<file path="config.mk">
export PLATFORM = sky130hd
export DESIGN_NAME = sr_latch_driver
export DESIGN_NICKNAME = d
export VERILOG_FILES = /design/src/rtl/sr_drv_pkg.sv /design/src/rtl/sr_latch_driver_sync2.sv /design/src/rtl/sr_latch_driver.sv
export SDC_FILE = /design/constraint.sdc
export NUM_CORES = 1
export LEC_CHECK = 0
export ABC_AREA = 1
export BUFFER_PORTS_ARGS = -buffer_cell sky130_fd_sc_hd__clkbuf_2
export CAP_MARGIN = 20
export CORE_MARGIN = 1
export CORE_UTILIZATION = 50
export DETAILED_ROUTE_END_ITERATION = 10
export GPL_TIMING_DRIVEN = 0
export PLACE_DENSITY = 0.73
export SKIP_CTS_REPAIR_TIMING = 1
export SLEW_MARGIN = 20
export SYNTH_ARGS = -nofsm -noshare
export SYNTH_HDL_FRONTEND = slang
export SYNTH_SLANG_ARGS = --single-unit
</file>
<file path="constraint.sdc">
create_clock -name clk -period 1.3 [get_ports clk]
set_input_delay 0.39 -clock clk [delete_from_list [all_inputs] [get_ports clk]]
set_output_delay 0.39 -clock clk [all_outputs]
set_load 0.01 [all_outputs]
</file>
<file path="src/rtl/sr_drv_pkg.sv">
// sr_drv_pkg
//   Shared definitions for the SR latch driver: FSM state encoding and the
//   width of the shared pulse/guard down-counter.
package sr_drv_pkg;

  typedef enum logic [1:0] {
    IDLE  = 2'd0,
    PULSE = 2'd1,
    GUARD = 2'd2
  } state_t;

  localparam int CNT_W = 8;

endpackage

</file>
<file path="src/rtl/sr_latch_driver_sync2.sv">
// sync2
//   Two-flop synchronizer bringing the asynchronous latch Q readback into
//   the clk domain. Both flops clear to 0 on synchronous reset.
// Ports
//   clk    in  1  rising-edge clock
//   rst_n  in  1  synchronous, active-low reset
//   d      in  1  asynchronous input
//   q      out 1  synchronized output, two cycles of latency
module sync2 (
  input  logic clk,
  input  logic rst_n,
  input  logic d,
  output logic q
);

  logic meta;

  // First flop may go metastable; the second gives it a full cycle to settle.
  always_ff @(posedge clk) begin
    if (!rst_n) begin
      meta <= 1'b0;
      q    <= 1'b0;
    end else begin
      meta <= d;
      q    <= meta;
    end
  end

endmodule

</file>
<file path="src/rtl/sr_latch_driver.sv">
// sr_latch_driver
//   Converts one-cycle set/reset requests into registered, width-controlled
//   low pulses on the active-low Sbar/Rbar inputs of a NAND SR latch, never
//   driving both low, then reads the latch Q back to confirm the write.
// Parameters
//   PULSE_W  cycles the selected bar is held low (1..255)
//   GAP_W    guard cycles after a pulse before the next request (>= 3)
// Ports
//   clk       in  1  rising-edge clock
//   rst_n     in  1  synchronous, active-low reset
//   set_req   in  1  set request, sampled while req_ready=1
//   rst_req   in  1  reset request, sampled while req_ready=1 (wins over set)
//   req_ready out 1  driver idle, a request this cycle is accepted
//   sbar      out 1  latch Sbar, active low, registered
//   rbar      out 1  latch Rbar, active low, registered
//   q_fb      in  1  latch Q readback, asynchronous
//   busy      out 1  inverse of req_ready
//   collide   out 1  one-cycle pulse: set and reset accepted together
//   err       out 1  one-cycle pulse: readback disagreed with written value
import sr_drv_pkg::*;

module sr_latch_driver #(
  parameter int PULSE_W = 4,
  parameter int GAP_W   = 3
) (
  input  logic clk,
  input  logic rst_n,
  input  logic set_req,
  input  logic rst_req,
  output logic req_ready,
  output logic sbar,
  output logic rbar,
  input  logic q_fb,
  output logic busy,
  output logic collide,
  output logic err
);

  localparam logic [CNT_W-1:0] PULSE_LOAD = CNT_W'(PULSE_W - 1);
  localparam logic [CNT_W-1:0] GAP_LOAD   = CNT_W'(GAP_W - 1);

  state_t           state, state_nx;
  logic [CNT_W-1:0] cnt, cnt_nx;
  logic             exp_q, exp_nx;
  logic             ready_q;
  logic             accept;
  logic             sbar_nx, rbar_nx;
  logic             collide_nx, err_nx;
  logic             q_sync;

  sync2 u_sync (
    .clk   (clk),
    .rst_n (rst_n),
    .d     (q_fb),
    .q     (q_sync)
  );

  // ready_q is registered so it reads 0 throughout reset and 1 only from
  // the first edge after release; it is 1 exactly when the FSM is in IDLE.
  assign accept    = ready_q & (set_req | rst_req);
  assign req_ready = ready_q;
  assign busy      = ~ready_q;

  // Next-state, counter and pulse-flag logic. The bars are derived from the
  // next state so they are registered yet change on the accepting edge.
  always_comb begin
    state_nx   = state;
    cnt_nx     = cnt;
    exp_nx     = exp_q;
    collide_nx = 1'b0;
    err_nx     = 1'b0;
    case (state)
      IDLE: begin
        if (accept) begin
          state_nx   = PULSE;
          cnt_nx     = PULSE_LOAD;
          exp_nx     = ~rst_req;
          collide_nx = set_req & rst_req;
        end
      end
      PULSE: begin
        if (cnt == '0) begin
          state_nx = GUARD;
          cnt_nx   = GAP_LOAD;
        end else begin
          cnt_nx = cnt - 1'b1;
        end
      end
      GUARD: begin
        if (cnt == '0) begin
          state_nx = IDLE;
          err_nx   = (q_sync != exp_q);
        end else begin
          cnt_nx = cnt - 1'b1;
        end
      end
      default: begin
        state_nx = IDLE;
      end
    endcase
    // Only one bar can be selected by exp_nx, so both-low is impossible.
    sbar_nx = ~((state_nx == PULSE) &  exp_nx);
    rbar_nx = ~((state_nx == PULSE) & ~exp_nx);
  end

  // State and output registers; reset releases both bars on the same edge.
  always_ff @(posedge clk) begin
    if (!rst_n) begin
      state   <= IDLE;
      cnt     <= '0;
      exp_q   <= 1'b0;
      ready_q <= 1'b0;
      sbar    <= 1'b1;
      rbar    <= 1'b1;
      collide <= 1'b0;
      err     <= 1'b0;
    end else begin
      state   <= state_nx;
      cnt     <= cnt_nx;
      exp_q   <= exp_nx;
      ready_q <= (state_nx == IDLE);
      sbar    <= sbar_nx;
      rbar    <= rbar_nx;
      collide <= collide_nx;
      err     <= err_nx;
    end
  end

endmodule

</file>
==> reports/metrics.cfg <==
[status]
outcome=finished with violations
violations=negative setup slack

[timing]
slew_headroom=0.760
max_freq_mhz=713
tightest_slew_ns=0.357
setup_tns_ns=-0.644
layout_min_cycle_time_ns=1.40
final_max_slew_viol_count=0
finClkSkew_ns=0.00375
post-route-period-util=1.08
rsz0062_at_grt=true
final-setup-viol-count=11
timing.hold.ws_ns=0.269
fin_ws_ns=-0.102
hold_viol=0

[yosys]
ys_top_cells_by_area=dfxtp_1, nand2_1, ha_1
syn_inst=129
ys_ff_latch=18
synth_area_um2=975
synth_warnings=0
postSynth.asyncResetShare=0
synth_top_area_share=0.370
synth-main-ff-cell=dfxtp_1
synth-seq-area-share=0.370
synth_top_area_cell=dfxtp_1
synth_fp_nets=140
synth_cell_types=25
syn_avg_cell_area_um2=7.56
synth-edff-count=0

[cts]
cts_num_sinks=18
cts_buffer_depth=2
path_clk_slew_ns=0.09
cts_buffers=3
clkLatencyLatePin_ns=0.30
cts_tree=done
cts-root-buf=clkbuf_4
htree_num_levels=1

[route]
via_per_inst=4.95
drcViolationCount=0
via_count=856
first_pass_iters=4
ant_nets=0
detail_route.wl_per_cell_um=11.8
drtIter0Drc=28
routed_wl_mm=2.04

[placed_design]
portBuffers=10
gp_congestion=0.810
dp_hpwl_mm=1.40
dpl_cell_area_um2=1060

[grt]
antenna_found_initial=0
grt_pass1_vias=734
grt_pass1_wl_mm=3.11
grt_max_degree=10
grt_usage=0.206
grt_overflow=0

[worst_setup_path]
cp_data_arrival_time_ns=1.64
cpPeakStageDelay_ns=0.34
crit_path_max_fanout=6
critPathSlowestCell=dfxtp_2
endpoint_kind=flip-flop
crit_chain=inv_2, ha_4, inv_4, nor2_4, nand3_4, nand2_4, inv_4, a21oi_4, inv_2, nor2_1
worstSetupPathType=reg2reg
path_buf_inv=4
path_delay_family=simple AND/OR/NAND/NOR gates
r2r_slack_ns=-0.10
start_kind=flip-flop
cp_data_required_time_ns=1.54

[layout]
final_cell_area_um2=1260
drive_gt1_frac=0.426
fill_cells=144
area_growth_pct=29.0
diodes=0
multiInputGateArea_um2=638
register_area_um2=370
nets=161

[floorplanning]
die_area_um2=2130
initial_core_util=0.547
die_w_um=46.2
coreArea_um2=1780
row_count=15
pin_count=11
die_h_um=46.2

[min_path]
hp-class=in2reg

[power]
ir_worst_vdd_uv=1910
cellPowerDensity_nw_per_um2=2940
p_leak_uw=0.000551

[job]
maxCapViolCount=0

==> logic make-up after synthesis <==
kind of cell               after synthesis  share of synthesized area
adders and majority gates                6                     0.0770
xor gates and xnor gates                 2                     0.0180
buffers and inverters                   24                     0.0924
and+or+nand+nor                         61                      0.329
DFF                                     18                      0.370
AOI/OAI and AO/OA                       18                      0.114
==> layer usage <==
metal	global-route usage	wire length [um]	up-vias
met5	0	0	-
met4	0.0882	39	0
met3	0.0353	57	5
met2	0.324	955	18
met1	0.274	993	389
li1	-	-	444
==> area by class of cell <==
class | instances | area share
Sequential cell | 18 | 0.295
Timing Repair Buffer | 16 | 0.0756
Tap cell | 25 | 0.0249
Inverter | 24 | 0.0796
Clock buffer | 3 | 0.0179
Multi-Input combinational cell | 87 | 0.507
==> worst paths after layout <==
path / from / endpoint / cells after the start
worst max-delay path: cnt[0]$_SDFFE_PN0P_ / cnt[2]$_SDFFE_PN0P_ / 10
worst min-delay path: q_fb / u_sync.meta$_SDFF_PN0_ / 3
worst max register to register: cnt[0]$_SDFFE_PN0P_ / cnt[2]$_SDFFE_PN0P_ / 10
worst min register to register: u_sync.meta$_SDFF_PN0_ / u_sync.q$_SDFF_PN0_ / 2
==> layout by cell type (no fill, tap or decap), drive strengths merged, types with 2 or more instances in the layout <==
| cell | n |
|---|---|
| buf | 6 |
| clkbuf | 13 |
| nand3 | 12 |
| nor2 | 21 |
| dfxtp | 18 |
| a21oi | 8 |
| nand2 | 25 |
| o21ai | 7 |
| inv | 24 |
| ha | 6 |
| nor3 | 2 |
| xor2 | 2 |
==> per-stage QoR <==
step | setup WS (ns) | instances | util | total power, uW
final | -0.102 | 173 | 0.705 | 3700
after global routing | -0.191 | 173 | 0.705 | 4010
after CTS | -0.155 | 167 | 0.606 | 3030
after detailed placement | -0.143 | 164 | 0.594 | 2750
after global placement | -0.116 | 164 | 0.594 | 2720
after floorplan | 0.00674 | 129 | - | 2420
==> sequential cells by signal, summed over array words and instances (netlist names) <==
name	flops
rbar	1
u_sync.meta	1
u_sync.q	1
collide	1
err	1
exp_q	1
sbar	1
cnt	8
state	2
req_ready	1
==> synth_stat cells (2+ instances only) <==
cell type  number
a21oi_1         6
dfxtp_1        18
ha_1            6
inv_1          19
inv_2           5
nand2_1        21
nand2_2         2
nand2_4         2
nand3_1         9
nand3_2         2
nor2_1         17
nor2_2          2
nor3_1          2
o21ai_0         6
xor2_1          2
==> where the power goes <==
part           internal (uW)  switching [uW]
clock                    108             164
sequential               761             177
combinational           1010            1480
total                   1880            1820
==> worst reg2reg max path, delay by kind of cell, from the launching register on <==
family	cells	cell delay, ns
AOI/OAI and AO/OA	1	0.13
DFF	1	0.34
buffers and inverters	4	0.27
adders and majority gates	1	0.15
and+or+nand+nor	4	0.47
Power figures use the tool's default switching activity.
